$ cat src/rtl/data_cache_pkg.sv
// Shared types and helpers for the direct-mapped write-back data cache.
// Holds FSM states, store-size encodings and the store byte-lane helpers.
package data_cache_pkg;

  typedef enum logic [1:0] {
    IDLE      = 2'd0,
    WRITEBACK = 2'd1,
    FETCH     = 2'd2,
    UPDATE    = 2'd3
  } state_t;

  localparam logic [1:0] SZ_NONE = 2'b00;
  localparam logic [1:0] SZ_BYTE = 2'b01;
  localparam logic [1:0] SZ_HALF = 2'b10;
  localparam logic [1:0] SZ_WORD = 2'b11;

  localparam int BLOCK_W     = 128;
  localparam int OFFSET_W    = 4;
  localparam int BLOCK_BYTES = BLOCK_W / 8;

  // Byte enables inside the block; half ignores offset[0], word ignores offset[1:0].
  function automatic logic [BLOCK_BYTES-1:0] store_mask(input logic [1:0] size,
                                                        input logic [OFFSET_W-1:0] offset);
    logic [BLOCK_BYTES-1:0] m;
    m = '0;
    case (size)
      SZ_BYTE: m = 16'h0001 << offset;
      SZ_HALF: m = 16'h0003 << {offset[3:1], 1'b0};
      SZ_WORD: m = 16'h000F << {offset[3:2], 2'b00};
      default: m = '0;
    endcase
    return m;
  endfunction

  // Replicate right-aligned store data across the block so the mask picks the lane.
  function automatic logic [BLOCK_W-1:0] store_lanes(input logic [1:0] size,
                                                     input logic [31:0] wdata);
    logic [BLOCK_W-1:0] d;
    case (size)
      SZ_BYTE: d = {16{wdata[7:0]}};
      SZ_HALF: d = {8{wdata[15:0]}};
      default: d = {4{wdata}};
    endcase
    return d;
  endfunction

endpackage

$ cat src/rtl/dcache_line_store.sv
// Per-line valid/dirty/tag/data storage with one combinational read port and
// one write port that either merges bytes (sets dirty) or installs a full block.
module dcache_line_store
  import data_cache_pkg::*;
#(
  parameter int NUM_LINES = 8,
  parameter int IDX_W     = 3,
  parameter int TAG_W     = 25
) (
  input  logic                   clk,
  input  logic                   rst_n,
  input  logic [IDX_W-1:0]       rd_idx,
  output logic                   rd_valid,
  output logic                   rd_dirty,
  output logic [TAG_W-1:0]       rd_tag,
  output logic [BLOCK_W-1:0]     rd_data,
  input  logic                   wr_en,
  input  logic                   wr_install,
  input  logic [IDX_W-1:0]       wr_idx,
  input  logic [BLOCK_BYTES-1:0] wr_be,
  input  logic [BLOCK_W-1:0]     wr_data,
  input  logic [TAG_W-1:0]       wr_tag
);

  logic [NUM_LINES-1:0] valid_reg;
  logic [NUM_LINES-1:0] dirty_reg;
  logic [TAG_W-1:0]     tag_mem  [NUM_LINES];
  logic [BLOCK_W-1:0]   data_mem [NUM_LINES];
  logic [BLOCK_W-1:0]   merged_block;

  genvar gi;
  generate
    for (gi = 0; gi < BLOCK_BYTES; gi++) begin : g_merge
      assign merged_block[gi*8 +: 8] = wr_be[gi] ? wr_data[gi*8 +: 8]
                                                 : data_mem[wr_idx][gi*8 +: 8];
    end
  endgenerate

  always_ff @(posedge clk or negedge rst_n) begin
    if (!rst_n) begin
      valid_reg <= '0;
      dirty_reg <= '0;
    end else if (wr_en) begin
      if (wr_install) begin
        valid_reg[wr_idx] <= 1'b1;
        dirty_reg[wr_idx] <= 1'b0;
      end else begin
        dirty_reg[wr_idx] <= 1'b1;
      end
    end
  end

  // Tag and data need no reset: valid gates every use of them.
  always_ff @(posedge clk) begin
    if (wr_en) begin
      data_mem[wr_idx] <= merged_block;
      if (wr_install) tag_mem[wr_idx] <= wr_tag;
    end
  end

  assign rd_valid = valid_reg[rd_idx];
  assign rd_dirty = dirty_reg[rd_idx];
  assign rd_tag   = tag_mem[rd_idx];
  assign rd_data  = data_mem[rd_idx];

endmodule

$ cat src/rtl/data_cache_ctrl.sv
// Direct-mapped write-back, write-allocate data cache controller: hit logic,
// store merge and the IDLE/WRITEBACK/FETCH/UPDATE miss FSM with registered memory requests.
module data_cache_ctrl
  import data_cache_pkg::*;
#(
  parameter int NUM_LINES   = 8,
  parameter int MEM_TIMEOUT = 0
) (
  input  logic         CLK,
  input  logic         RESET,
  input  logic [1:0]   READ,
  input  logic [1:0]   WRITE,
  input  logic [31:0]  ADDR,
  input  logic [31:0]  WRITEDATA,
  output logic [31:0]  READDATA,
  output logic         BUSYWAIT,
  output logic         ERR,
  output logic         MEM_READ,
  output logic         MEM_WRITE,
  output logic [27:0]  MEM_ADDRESS,
  output logic [127:0] MEM_WRITEDATA,
  input  logic [127:0] MEM_READDATA,
  input  logic         MEM_BUSYWAIT
);

  localparam int IDX_W = $clog2(NUM_LINES);
  localparam int TAG_W = 32 - OFFSET_W - IDX_W;
  localparam int TMO_W = (MEM_TIMEOUT > 1) ? $clog2(MEM_TIMEOUT) : 1;
  localparam logic [TMO_W-1:0] TMO_LAST = TMO_W'((MEM_TIMEOUT > 0) ? MEM_TIMEOUT - 1 : 0);

  state_t             state_reg, state_next;
  logic [IDX_W-1:0]   miss_idx_reg, miss_idx_next;
  logic [TAG_W-1:0]   miss_tag_reg, miss_tag_next;
  logic               mem_read_reg, mem_read_next;
  logic               mem_write_reg, mem_write_next;
  logic [27:0]        mem_addr_reg, mem_addr_next;
  logic [BLOCK_W-1:0] mem_wdata_reg, mem_wdata_next;
  logic [BLOCK_W-1:0] fill_reg, fill_next;
  logic [TMO_W-1:0]   tmo_reg, tmo_next;
  logic               err_reg, err_next;

  logic [IDX_W-1:0]       addr_idx;
  logic [TAG_W-1:0]       addr_tag;
  logic                   acc, hit, tmo_expired, is_update;
  logic                   line_valid, line_dirty;
  logic [TAG_W-1:0]       line_tag;
  logic [BLOCK_W-1:0]     line_data;
  logic                   wr_en;
  logic [IDX_W-1:0]       wr_idx;
  logic [BLOCK_BYTES-1:0] wr_be;
  logic [BLOCK_W-1:0]     wr_data;

  assign addr_idx = ADDR[OFFSET_W +: IDX_W];
  assign addr_tag = ADDR[31 -: TAG_W];
  assign acc      = (READ != 2'b00) || (WRITE != SZ_NONE);
  assign hit      = line_valid && (line_tag == addr_tag);
  assign BUSYWAIT = acc && ((state_reg != IDLE) || !hit);
  assign READDATA = hit ? line_data[{ADDR[3:2], 5'b00000} +: 32] : 32'h0;

  assign tmo_expired = (MEM_TIMEOUT > 0) && (tmo_reg == TMO_LAST);

  // Install wins in UPDATE; otherwise a store merges only on an IDLE hit.
  assign is_update = (state_reg == UPDATE);
  assign wr_en     = is_update || ((state_reg == IDLE) && acc && hit && (WRITE != SZ_NONE));
  assign wr_idx    = is_update ? miss_idx_reg : addr_idx;
  assign wr_be     = is_update ? '1 : store_mask(WRITE, ADDR[3:0]);
  assign wr_data   = is_update ? fill_reg : store_lanes(WRITE, WRITEDATA);

  dcache_line_store #(
    .NUM_LINES (NUM_LINES),
    .IDX_W     (IDX_W),
    .TAG_W     (TAG_W)
  ) u_store (
    .clk        (CLK),
    .rst_n      (RESET),
    .rd_idx     (addr_idx),
    .rd_valid   (line_valid),
    .rd_dirty   (line_dirty),
    .rd_tag     (line_tag),
    .rd_data    (line_data),
    .wr_en      (wr_en),
    .wr_install (is_update),
    .wr_idx     (wr_idx),
    .wr_be      (wr_be),
    .wr_data    (wr_data),
    .wr_tag     (miss_tag_reg)
  );

  always_comb begin
    state_next     = state_reg;
    miss_idx_next  = miss_idx_reg;
    miss_tag_next  = miss_tag_reg;
    mem_read_next  = mem_read_reg;
    mem_write_next = mem_write_reg;
    mem_addr_next  = mem_addr_reg;
    mem_wdata_next = mem_wdata_reg;
    fill_next      = fill_reg;
    tmo_next       = '0;
    err_next       = err_reg;
    case (state_reg)
      IDLE: begin
        if (acc && !hit) begin
          miss_idx_next = addr_idx;
          miss_tag_next = addr_tag;
          if (line_valid && line_dirty) begin
            state_next     = WRITEBACK;
            mem_write_next = 1'b1;
            mem_addr_next  = {line_tag, addr_idx};
            mem_wdata_next = line_data;
          end else begin
            state_next    = FETCH;
            mem_read_next = 1'b1;
            mem_addr_next = ADDR[31:4];
          end
        end
      end
      WRITEBACK: begin
        if (!MEM_BUSYWAIT) begin
          state_next     = FETCH;
          mem_write_next = 1'b0;
          mem_read_next  = 1'b1;
          mem_addr_next  = {miss_tag_reg, miss_idx_reg};
        end else if (tmo_expired) begin
          state_next     = IDLE;
          mem_write_next = 1'b0;
          err_next       = 1'b1;
        end else begin
          tmo_next = tmo_reg + 1'b1;
        end
      end
      FETCH: begin
        if (!MEM_BUSYWAIT) begin
          state_next    = UPDATE;
          mem_read_next = 1'b0;
          fill_next     = MEM_READDATA;
        end else if (tmo_expired) begin
          state_next    = IDLE;
          mem_read_next = 1'b0;
          err_next      = 1'b1;
        end else begin
          tmo_next = tmo_reg + 1'b1;
        end
      end
      UPDATE:  state_next = IDLE;
      default: state_next = IDLE;
    endcase
  end

  always_ff @(posedge CLK or negedge RESET) begin
    if (!RESET) begin
      state_reg     <= IDLE;
      miss_idx_reg  <= '0;
      miss_tag_reg  <= '0;
      mem_read_reg  <= 1'b0;
      mem_write_reg <= 1'b0;
      mem_addr_reg  <= '0;
      mem_wdata_reg <= '0;
      fill_reg      <= '0;
      tmo_reg       <= '0;
      err_reg       <= 1'b0;
    end else begin
      state_reg     <= state_next;
      miss_idx_reg  <= miss_idx_next;
      miss_tag_reg  <= miss_tag_next;
      mem_read_reg  <= mem_read_next;
      mem_write_reg <= mem_write_next;
      mem_addr_reg  <= mem_addr_next;
      mem_wdata_reg <= mem_wdata_next;
      fill_reg      <= fill_next;
      tmo_reg       <= tmo_next;
      err_reg       <= err_next;
    end
  end

  assign MEM_READ      = mem_read_reg;
  assign MEM_WRITE     = mem_write_reg;
  assign MEM_ADDRESS   = mem_addr_reg;
  assign MEM_WRITEDATA = mem_wdata_reg;
  assign ERR           = err_reg;

endmodule

$ cat config.mk
export PLATFORM = sky130hd
export DESIGN_NAME = data_cache_ctrl
export DESIGN_NICKNAME = d
export VERILOG_FILES = /design/src/rtl/data_cache_pkg.sv /design/src/rtl/dcache_line_store.sv /design/src/rtl/data_cache_ctrl.sv
export SDC_FILE = /design/constraint.sdc
export NUM_CORES = 2
export LEC_CHECK = 0
export ABC_AREA = 1
export CORE_ASPECT_RATIO = 1.4
export CORE_UTILIZATION = 39
export CTS_CLUSTER_SIZE = 14
export DETAILED_ROUTE_END_ITERATION = 12
export PLACE_DENSITY_LB_ADDON = 0.25
export REMOVE_ABC_BUFFERS = 1
export SLEW_MARGIN = 20
export SYNTH_ARGS = -nofsm -noshare
export SYNTH_HDL_FRONTEND = slang
export SYNTH_SLANG_ARGS = --single-unit
$ cat constraint.sdc
create_clock -name CLK -period 4.6 [get_ports CLK]
set_clock_uncertainty 0.15 [all_clocks]
set_input_delay 0.92 -clock CLK [delete_from_list [all_inputs] [get_ports CLK]]
set_output_delay 0.92 -clock CLK [all_outputs]
set_load 0.03 [all_outputs]
==> results.txt <==
Area grow syn2layout - 22.3%
Wire per inst - 23.2 um
DRT antenna net count - 0
Vias/cell - 5.37
RR Endpoint - u_store.tag_mem[5][12]$_DFFE_PP_
Synth top area share - 56.5%
Syn avg cell area - 10.9 um^2
Post-Route WL - 206,000 um
GR Util All Layers - 24.1%
Fill count - 14,708
Power, Total - 43.0 mW
Synth top cells by count - nand2_1, edfxtp_1, nor2_1
Yosys reg bits - 1,556
Nets - 6,810
Worst reg-to-reg setup slack - 770 ps
Mapped Area - 0.0650 mm^2
Post-DP Area - 0.0744 mm^2
Leading area contributor after synthesis - edfxtp_1
CTS tree - yes
Initial antenna violation count - 16
Top register by number of flip-flops - u_store.data_mem
Layout cells sized above 1 - 13.4%
RR Startpoint - state_reg[0]$_DFFE_PN0P_
I/O pin count - 391
Hold Path Depth - 2
Storage cell area - 0.0451 mm^2
Synth cell types - 38
Later-pin clock latency in the skew report - 820 ps
CP Launch Type - input pin
Root buf cell - clkbuf_16
Slew Limit Headroom - 37.0%
Drt first-iter violations - 5,156
# port buffers - 389
HPWL after DPL - 137,000 um
Cell count of the worst reg-to-reg path - 10
GPL Wtd Cong - 0.891
Clock slew at reported path FFs - 60 ps
Area of the core - 0.165 mm^2
Total CTS buffers - 155
Largest regs - u_store.data_mem x1024, u_store.tag_mem x200
Post-synthesis sequential area ratio - 69.3%
Slew Limit Fails - 0
Lkg Pwr - 30.9 nW
Endpoint, Worst Hold - u_store.valid_reg[7]$_DFFE_PN0P_
Dpl cells - 8,577
Clk sinks - 1,556
Setup WS pre-CTS - 96.7 ps
Congestion Overflow GR - 0
PD cells - 541 mW/mm^2
CP Data Arrival Time - 3390 ps
Initial DRT Pass Iterations - 6
Status - finished clean
Final min period - 4460 ps
Top cells by area, synth - edfxtp_1, dfrtp_1, nand2_1
Worst hold start - u_store.valid_reg[7]$_DFFE_PN0P_
Worst Setup SP - ADDR[4]
Total number of vias - 47,674
Peak supply drop - 0.406 mV
Cells after synthesis - 5,948
Global-route wire length before repair - 301,000 um
Die area - 0.168 mm^2
Critical Path End Type - output pin
Highest clock rate - 224 MHz
Clock buffer depth - 3
Vias in the first global route - 45,691
Dominant synthesized flop cell - edfxtp_1
Critical path type - input pin to output pin
Hold Vio Cnt, Final - 0
Final std cells w/o fill - 8,872
Largest net degree at the start of global routing - 105
EDFF count, synth - 1,224
Critical Path RT - 3530 ps
DRC - 0
Die width - 347 um
CP max FO - 35
Final Cell Area - 0.0795 mm^2
Synth warn - 0
Max reg flops - 1,024
Initial Util - 39.4%
Period utilisation layout - 97.0%
Setup TNS - 0 ps
Hold Crit Class - flop to flop
Cell with the most instances after synthesis - nand2_1
Cell Rows - 176
Clock H-tree levels - 4
Post-synth ARST share - 21.3%
Worst-Margin Slew - 936 ps
RSZ-0062 raised after global routing - true
Worst setup margin - 139 ps
Max-Cap Viols - 0
Multi-input logic area - 0.0174 mm^2
Final setup violation count - 0
Die height - 485 um
routing by layer:
layer | vias up | GRT usage (%) | share of wire, %
met5 | - | 0 | 0.056
met4 | 16 | 7.61 | 2.8
met3 | 313 | 4.03 | 8.2
met2 | 2166 | 38.4 | 46
met1 | 23459 | 33.7 | 43
li1 | 21720 | - | -
logic make-up after synthesis:
| family | synth area share, % |
|---|---|
| AOI/OAI and AO/OA | 8.44 |
| adders and majority gates | 0.173 |
| buffers and inverters | 4.05 |
| DFF | 69.3 |
| muxes | 2.48 |
| other | 0.00577 |
| and+or+nand+nor | 15.5 |
cells in the final DEF (no fill, tap or decap), drive strengths merged, types with 177 or more instances in the layout:
cell type      netlist  final
nand2             1340   1340
edfxtp            1224   1224
nor2              1035   1035
o21ai              626    626
buf                134    495
clkdlybuf4s50        0    352
dfrtp              332    332
inv                280    290
clkbuf             220    220
o22ai              177    177
worst max path at each step:
| stage | endpoint | slack (ps) | cells past startpoint |
|---|---|---|---|
| 2_1_floorplan | MEM_WRITEDATA[32]$_DFFE_PN0P_ | -4030 | 9 |
| 3_3_place_gp | READDATA[11] | 80 | 12 |
| 3_5_place_dp | READDATA[11] | 100 | 12 |
| 4_1_cts | READDATA[11] | 90 | 12 |
| 5_1_grt | READDATA[15] | -30 | 19 |
| 6_report | READDATA[7] | 140 | 12 |
cell type report:
class / instances / share of cell area, %
Sequential cell: 1556 / 56.7
Multi-Input combinational cell: 3747 / 21.9
Timing Repair Buffer: 850 / 10.4
Clock buffer: 218 / 5.34
Tap cell: 2136 / 3.36
Inverter: 291 / 1.43
Clock inverter: 71 / 0.897
Timing Repair inverter: 1 / 0.0142
Antenna cell: 2 / 0.00629
critical path, cell delays in order:
cell	delay, ps
buf_12	190
clkinv_16	160
buf_12	210
buf_12	190
buf_12	190
o21ai_0	160
o22ai_1	90
mux2i_1	430
nor2_1	80
a221oi_1	300
a21oi_1	170
buf_12	170
where the power goes:
part,internal (mW),switching (mW),total [mW]
logic,3.48,7.07,10.6
clock network,7.02,5.51,12.5
registers,18.7,1.26,19.9
what timing repair did:
action	in CTS	in global routing
endpoints found under the hold margin	41	0
gates resized for setup	0	10
setup endpoints to repair	0	30
buffers inserted	0	0
hold buffers	1	0
per-stage QoR:
step	utilization, %	hold slack [ps]
global route	48.2	332
global placement	45.1	293
CTS	48.1	313
floorplan	-	278
finish	48.2	309
detailed placement	45.1	298
Power figures use the tool's default switching activity.
